--- src/rtl/mips_pkg.sv ---
// Shared widths, constants and types for the MIPS pipeline datapath.
package mips_pkg;

   localparam int DATA_W   = 32;
   localparam int ADDR_W   = 5;
   localparam int NUM_REGS = 32;

   localparam logic [ADDR_W-1:0] REG_ZERO = 5'd0;

   typedef logic [DATA_W-1:0] word_t;
   typedef logic [ADDR_W-1:0] reg_addr_t;

endpackage

--- src/rtl/reg_array.sv ---
// Storage for registers 1..2^ADDR_W-1: one write port, two raw async read ports, async clear.
module reg_array
   import mips_pkg::*;
#(
   parameter int DATA_W = 32,
   parameter int ADDR_W = 5
) (
   input  logic              clk,
   input  logic              rst,
   input  logic              we,
   input  logic [ADDR_W-1:0] waddr,
   input  logic [DATA_W-1:0] wdata,
   input  logic [ADDR_W-1:0] raddr_a,
   input  logic [ADDR_W-1:0] raddr_b,
   output logic [DATA_W-1:0] rdata_a,
   output logic [DATA_W-1:0] rdata_b
);

   localparam int DEPTH = 1 << ADDR_W;

   // Entry 0 has no storage; address 0 simply matches no entry.
   logic [DATA_W-1:0] mem [1:DEPTH-1];

   always_ff @(posedge clk or posedge rst) begin
      if (rst) begin
         for (int i = 1; i < DEPTH; i++) mem[i] <= '0;
      end else begin
         for (int i = 1; i < DEPTH; i++) begin
            if (we && (waddr == ADDR_W'(i))) mem[i] <= wdata;
         end
      end
   end

   always_comb begin
      rdata_a = '0;
      rdata_b = '0;
      for (int i = 1; i < DEPTH; i++) begin
         if (raddr_a == ADDR_W'(i)) rdata_a = mem[i];
         if (raddr_b == ADDR_W'(i)) rdata_b = mem[i];
      end
   end

endmodule

--- src/rtl/wb_regfile.sv ---
// MIPS write-back stage: result mux, architectural register file with
// write-to-read bypass and $zero forcing, and a retired-write counter.
module wb_regfile
   import mips_pkg::*;
#(
   parameter int DATA_W = 32,
   parameter int ADDR_W = 5
) (
   input  logic              clk,
   input  logic              rst,
   input  logic              MEM_WB_register_write,
   input  logic              MEM_WB_memory_to_register,
   input  logic [ADDR_W-1:0] MEM_WB_register_write_address,
   input  logic [DATA_W-1:0] MEM_WB_read_data,
   input  logic [DATA_W-1:0] MEM_WB_alu_result,
   input  logic [ADDR_W-1:0] ID_rs_address,
   input  logic [ADDR_W-1:0] ID_rt_address,
   output logic [DATA_W-1:0] ID_rs_data,
   output logic [DATA_W-1:0] ID_rt_data,
   output logic [DATA_W-1:0] WB_write_data,
   output logic [31:0]       WB_retire_count
);

   localparam logic [ADDR_W-1:0] ZERO_ADDR = ADDR_W'(REG_ZERO);

   logic              commit;
   logic [DATA_W-1:0] raw_rs;
   logic [DATA_W-1:0] raw_rt;

   assign WB_write_data = MEM_WB_memory_to_register ? MEM_WB_read_data : MEM_WB_alu_result;

   // Reset gates the commit so the bypass also reads zero while rst is high.
   assign commit = MEM_WB_register_write && (MEM_WB_register_write_address != ZERO_ADDR) && !rst;

   reg_array #(
      .DATA_W (DATA_W),
      .ADDR_W (ADDR_W)
   ) u_reg_array (
      .clk     (clk),
      .rst     (rst),
      .we      (commit),
      .waddr   (MEM_WB_register_write_address),
      .wdata   (WB_write_data),
      .raddr_a (ID_rs_address),
      .raddr_b (ID_rt_address),
      .rdata_a (raw_rs),
      .rdata_b (raw_rt)
   );

   always_comb begin
      ID_rs_data = raw_rs;
      ID_rt_data = raw_rt;
      if (ID_rs_address == ZERO_ADDR) begin
         ID_rs_data = '0;
      end else if (commit && (ID_rs_address == MEM_WB_register_write_address)) begin
         ID_rs_data = WB_write_data;
      end
      if (ID_rt_address == ZERO_ADDR) begin
         ID_rt_data = '0;
      end else if (commit && (ID_rt_address == MEM_WB_register_write_address)) begin
         ID_rt_data = WB_write_data;
      end
   end

   always_ff @(posedge clk or posedge rst) begin
      if (rst) begin
         WB_retire_count <= '0;
      end else if (commit) begin
         WB_retire_count <= WB_retire_count + 32'd1;
      end
   end

endmodule

--- config.mk ---
export PLATFORM = sky130hd
export DESIGN_NAME = wb_regfile
export DESIGN_NICKNAME = d
export VERILOG_FILES = /design/src/rtl/mips_pkg.sv /design/src/rtl/reg_array.sv /design/src/rtl/wb_regfile.sv
export SDC_FILE = /design/constraint.sdc
export NUM_CORES = 2
export LEC_CHECK = 0
export ABC_AREA = 1
export CAP_MARGIN = 15
export CORE_MARGIN = 3
export CORE_UTILIZATION = 60
export CTS_CLUSTER_SIZE = 24
export DETAILED_ROUTE_END_ITERATION = 6
export PLACE_DENSITY = 0.87
export SKIP_CTS_REPAIR_TIMING = 1
export SYNTH_ARGS = -nofsm -noshare
export SYNTH_HDL_FRONTEND = slang
export SYNTH_HIERARCHICAL = 1
export SYNTH_SLANG_ARGS = --single-unit
--- constraint.sdc ---
create_clock -name clk -period 61.1 [get_ports clk]
set_clock_uncertainty 0.1 [all_clocks]
set_input_delay 12.22 -clock clk [delete_from_list [all_inputs] [get_ports clk]]
set_output_delay 12.22 -clock clk [all_outputs]
set_load 0.005 [all_outputs]
==> impl_metrics.yaml <==
outcome:
  status: "finished with violations"
  violations: "DRC"
drt:
  vias: 56200
  drt_iter0_drc: 8788
  viasPerCell: 6.24
  ant_nets: 0
  avgRoutedWirePerCell_um: 21.2
  dr.pass1.iters: 7
  drc_errors: 25
  drt_wl_total_um: 191000
floorplanning:
  die_area_mm2: 0.0953
  initial_utilization: 0.608
  dieWidth_um: 309
  core-area_mm2: 0.0904
  ioPinCount: 211
  core.rowCount: 110
  die_h_um: 309
final_layout:
  antenna_cells: 0
  fin_nets: 7837
  area_delta_synth_final_pct: 11.3
  fillers: 7114
  drive_gt1_frac: 0.0582
  fin_cells: 9013
power_and_ir_drop:
  p_leak_nw: 27.8
  ir_drop_mv: 0.0247
  p_per_area_mw_per_mm2: 29.6
  power_mw: 1.81
job:
  drv_cap: 0
grt:
  grt_usage: 0.398
  grt_pass1_wl_um: 298000
  grt_pass1_vias: 54100
  antenna_found_initial: 1
  grt_overflow: 0
  grt_max_degree: 180
worst_setup_path:
  reg2reg_from: "WB_retire_count[1]$_DFFE_PP0N_"
  cp-end-kind: "primary output"
  startpoint: "ID_rs_address[4]"
  crit_required_ns: 48.78
  critPathArrivalTime_ns: 17.71
  startpoint_type: "input pin"
  cp_max_fo: 29
  crit_type: "in2out"
place:
  place_ws_ns: 31.55
  numPortBuffers: 210
  post-dp-hpwl_um: 120000
  place_inst: 8820
  gp_congestion: 0.954
synthesis:
  ys_seq_elements: 1024
  syn_nets: 7932
  ys_top_cells_by_count: "2762 x nand2_1, 1053 x o21ai_0, 1024 x dfrtp_1"
  synth_enable_flop_cells: 0
  seq_area_frac_synth: 0.466
  yosysUniqueCellTypes: 36
  synthFlopType: "dfrtp_1"
  synth_area_mm2: 0.0550
  syn_inst: 7848
  synth_top_area_cell: "dfrtp_1"
  synth_area_leaders: "dfrtp_1 47%, nand2_1 19%, o21ai_0 9.6%"
  yosysMostFrequentCell: "nand2_1"
  yosysWarnings: 6
  yosysTopAreaCellShare: 0.466
  synth.avg_cell_area_um2: 7.01
  async_reset_ff_frac: 1.00
timing:
  slew_viol_final: 0
  rsz0062_at_grt: "no"
  setup_viol: 0
  min_period_ns: 30.03
  slew_headroom: 0.120
  finalWorstSetupSlack_ns: 31.07
  fmax_ghz: 0.0333
  finalHoldViolCount: 0
  timing.final.crit_share: 0.491
  worst_pin_slew_ns: 1.32
  setup_tns_ns: 0
worst_hold_path:
  hp-start: "u_reg_array/mem[251]$_DFFE_PP0P_"
  hold_path.class: "reg2reg"
clocking:
  numCtsBuffers: 105
  clockBufferDepth: 3
  root_buffer: "clkbuf_16"
  htree_levels: 3
  cts_tree: "yes"
  clkLatencyLatePin_ns: 0.69
  cts.sinks: 1024
  clkTransAtPathRegs_ns: 0.06
[report_power, final]
| part | switching [mW] | internal [mW] | leakage (nW) |
|---|---|---|---|
| Sequential | 0.0812 | 0.778 | 13.6 |
| Combinational | 0.171 | 0.0952 | 12.4 |
| Clock | 0.279 | 0.410 | 1.84 |
[per-layer routing]
metal | track usage | part of all wire | up-vias
met5 | 0.00693 | 0.00035 | -
met4 | 0.259 | 0.072 | 4
met3 | 0.107 | 0.14 | 1053
met2 | 0.592 | 0.42 | 4415
met1 | 0.516 | 0.36 | 25800
li1 | - | - | 24900
[layout make-up]
type / instances / area, µm² / area share
Tap cell: 1176 / 1470 / 0.0240
Timing Repair Buffer: 325 / 3010 / 0.0491
Sequential cell: 1024 / 25600 / 0.419
Clock buffer: 152 / 3130 / 0.0511
Inverter: 588 / 2220 / 0.0363
Clock inverter: 39 / 576 / 0.00941
Multi-Input combinational cell: 5709 / 25200 / 0.411
[per-stage QoR]
stage,util,area [µm²],hold slack (ns)
4_1_cts,0.676,61100,0.387
6_report,0.677,61200,0.385
3_3_place_gp,0.635,57400,0.366
3_5_place_dp,0.635,57400,0.372
5_1_grt,0.677,61200,0.401
2_1_floorplan,-,55000,0.353
[cells in the final DEF, fill, tap and decap left out, types with 18 or more instances in the layout]
| cell | n |
|---|---|
| buf_4 | 112 |
| inv_2 | 18 |
| a21oi_1 | 57 |
| clkdlybuf4s50_1 | 209 |
| nor2_1 | 917 |
| nor2_2 | 32 |
| nand2_1 | 2737 |
| or2_2 | 39 |
| nand2_2 | 35 |
| clkbuf_16 | 106 |
| or2_0 | 19 |
| dfrtp_1 | 1024 |
| clkbuf_8 | 30 |
| clkinv_2 | 20 |
| nand3_1 | 181 |
| inv_1 | 562 |
| nand4_1 | 552 |
| o21ai_0 | 1053 |
[path summary, 6_finish.rpt]
check | endpoint | slack [ns] | cells past startpoint
max | ID_rs_data[15] | 31.07 | 24
min in group asynchronous | WB_retire_count[2]$_DFFE_PP0N_ | 12.02 | 2
min reg2reg | u_reg_array/mem[251]$_DFFE_PP0P_ | 0.38 | 2
max reg2reg | WB_retire_count[18]$_DFFE_PP0N_ | 59.28 | 9
max in group asynchronous | u_reg_array/mem[761]$_DFFE_PP0P_ | 45.68 | 5
min | u_reg_array/mem[251]$_DFFE_PP0P_ | 0.38 | 2
[worst max-delay path: stages]
cell and delay, ns:
clkdlybuf4s50_1 0.97, inv_4 0.38, nand2_1 0.20, nor2_1 0.06
buf_4 0.26, inv_2 0.31, nor2_1 0.07, nor2_1 0.11
nand4_1 0.41, nor2_1 0.43, nand4_1 0.12, nor2_1 0.13
nand4_1 0.11, nor2_1 0.14, nand4_1 0.16, nor2_1 0.33
nand4_1 0.16, nor2_1 0.13, nand4_1 0.11, nor2_1 0.16
nand4_1 0.10, nor2_1 0.12, nor2_1 0.06, clkdlybuf4s50_1 0.45
[sequential cells by signal, summed over array words and instances, names as in the netlist]
signal,flops
u_reg_array/mem,992
WB_retire_count,32
[kinds of logic (layout without fill, tap and decap cells)]
group	count (synthesis)	in the layout	share of synthesized area
AO/OA/AOI/OAI	1114	1114	0.101
XOR/XNOR	18	18	0.00287
adder cells (fa/ha/maj)	1	1	0.000228
buffers and inverters	1115	1104	0.0800
flip-flops	1024	1024	0.466
AND/OR/NAND/NOR	4576	4576	0.349
(Power assumes the default switching activity.)
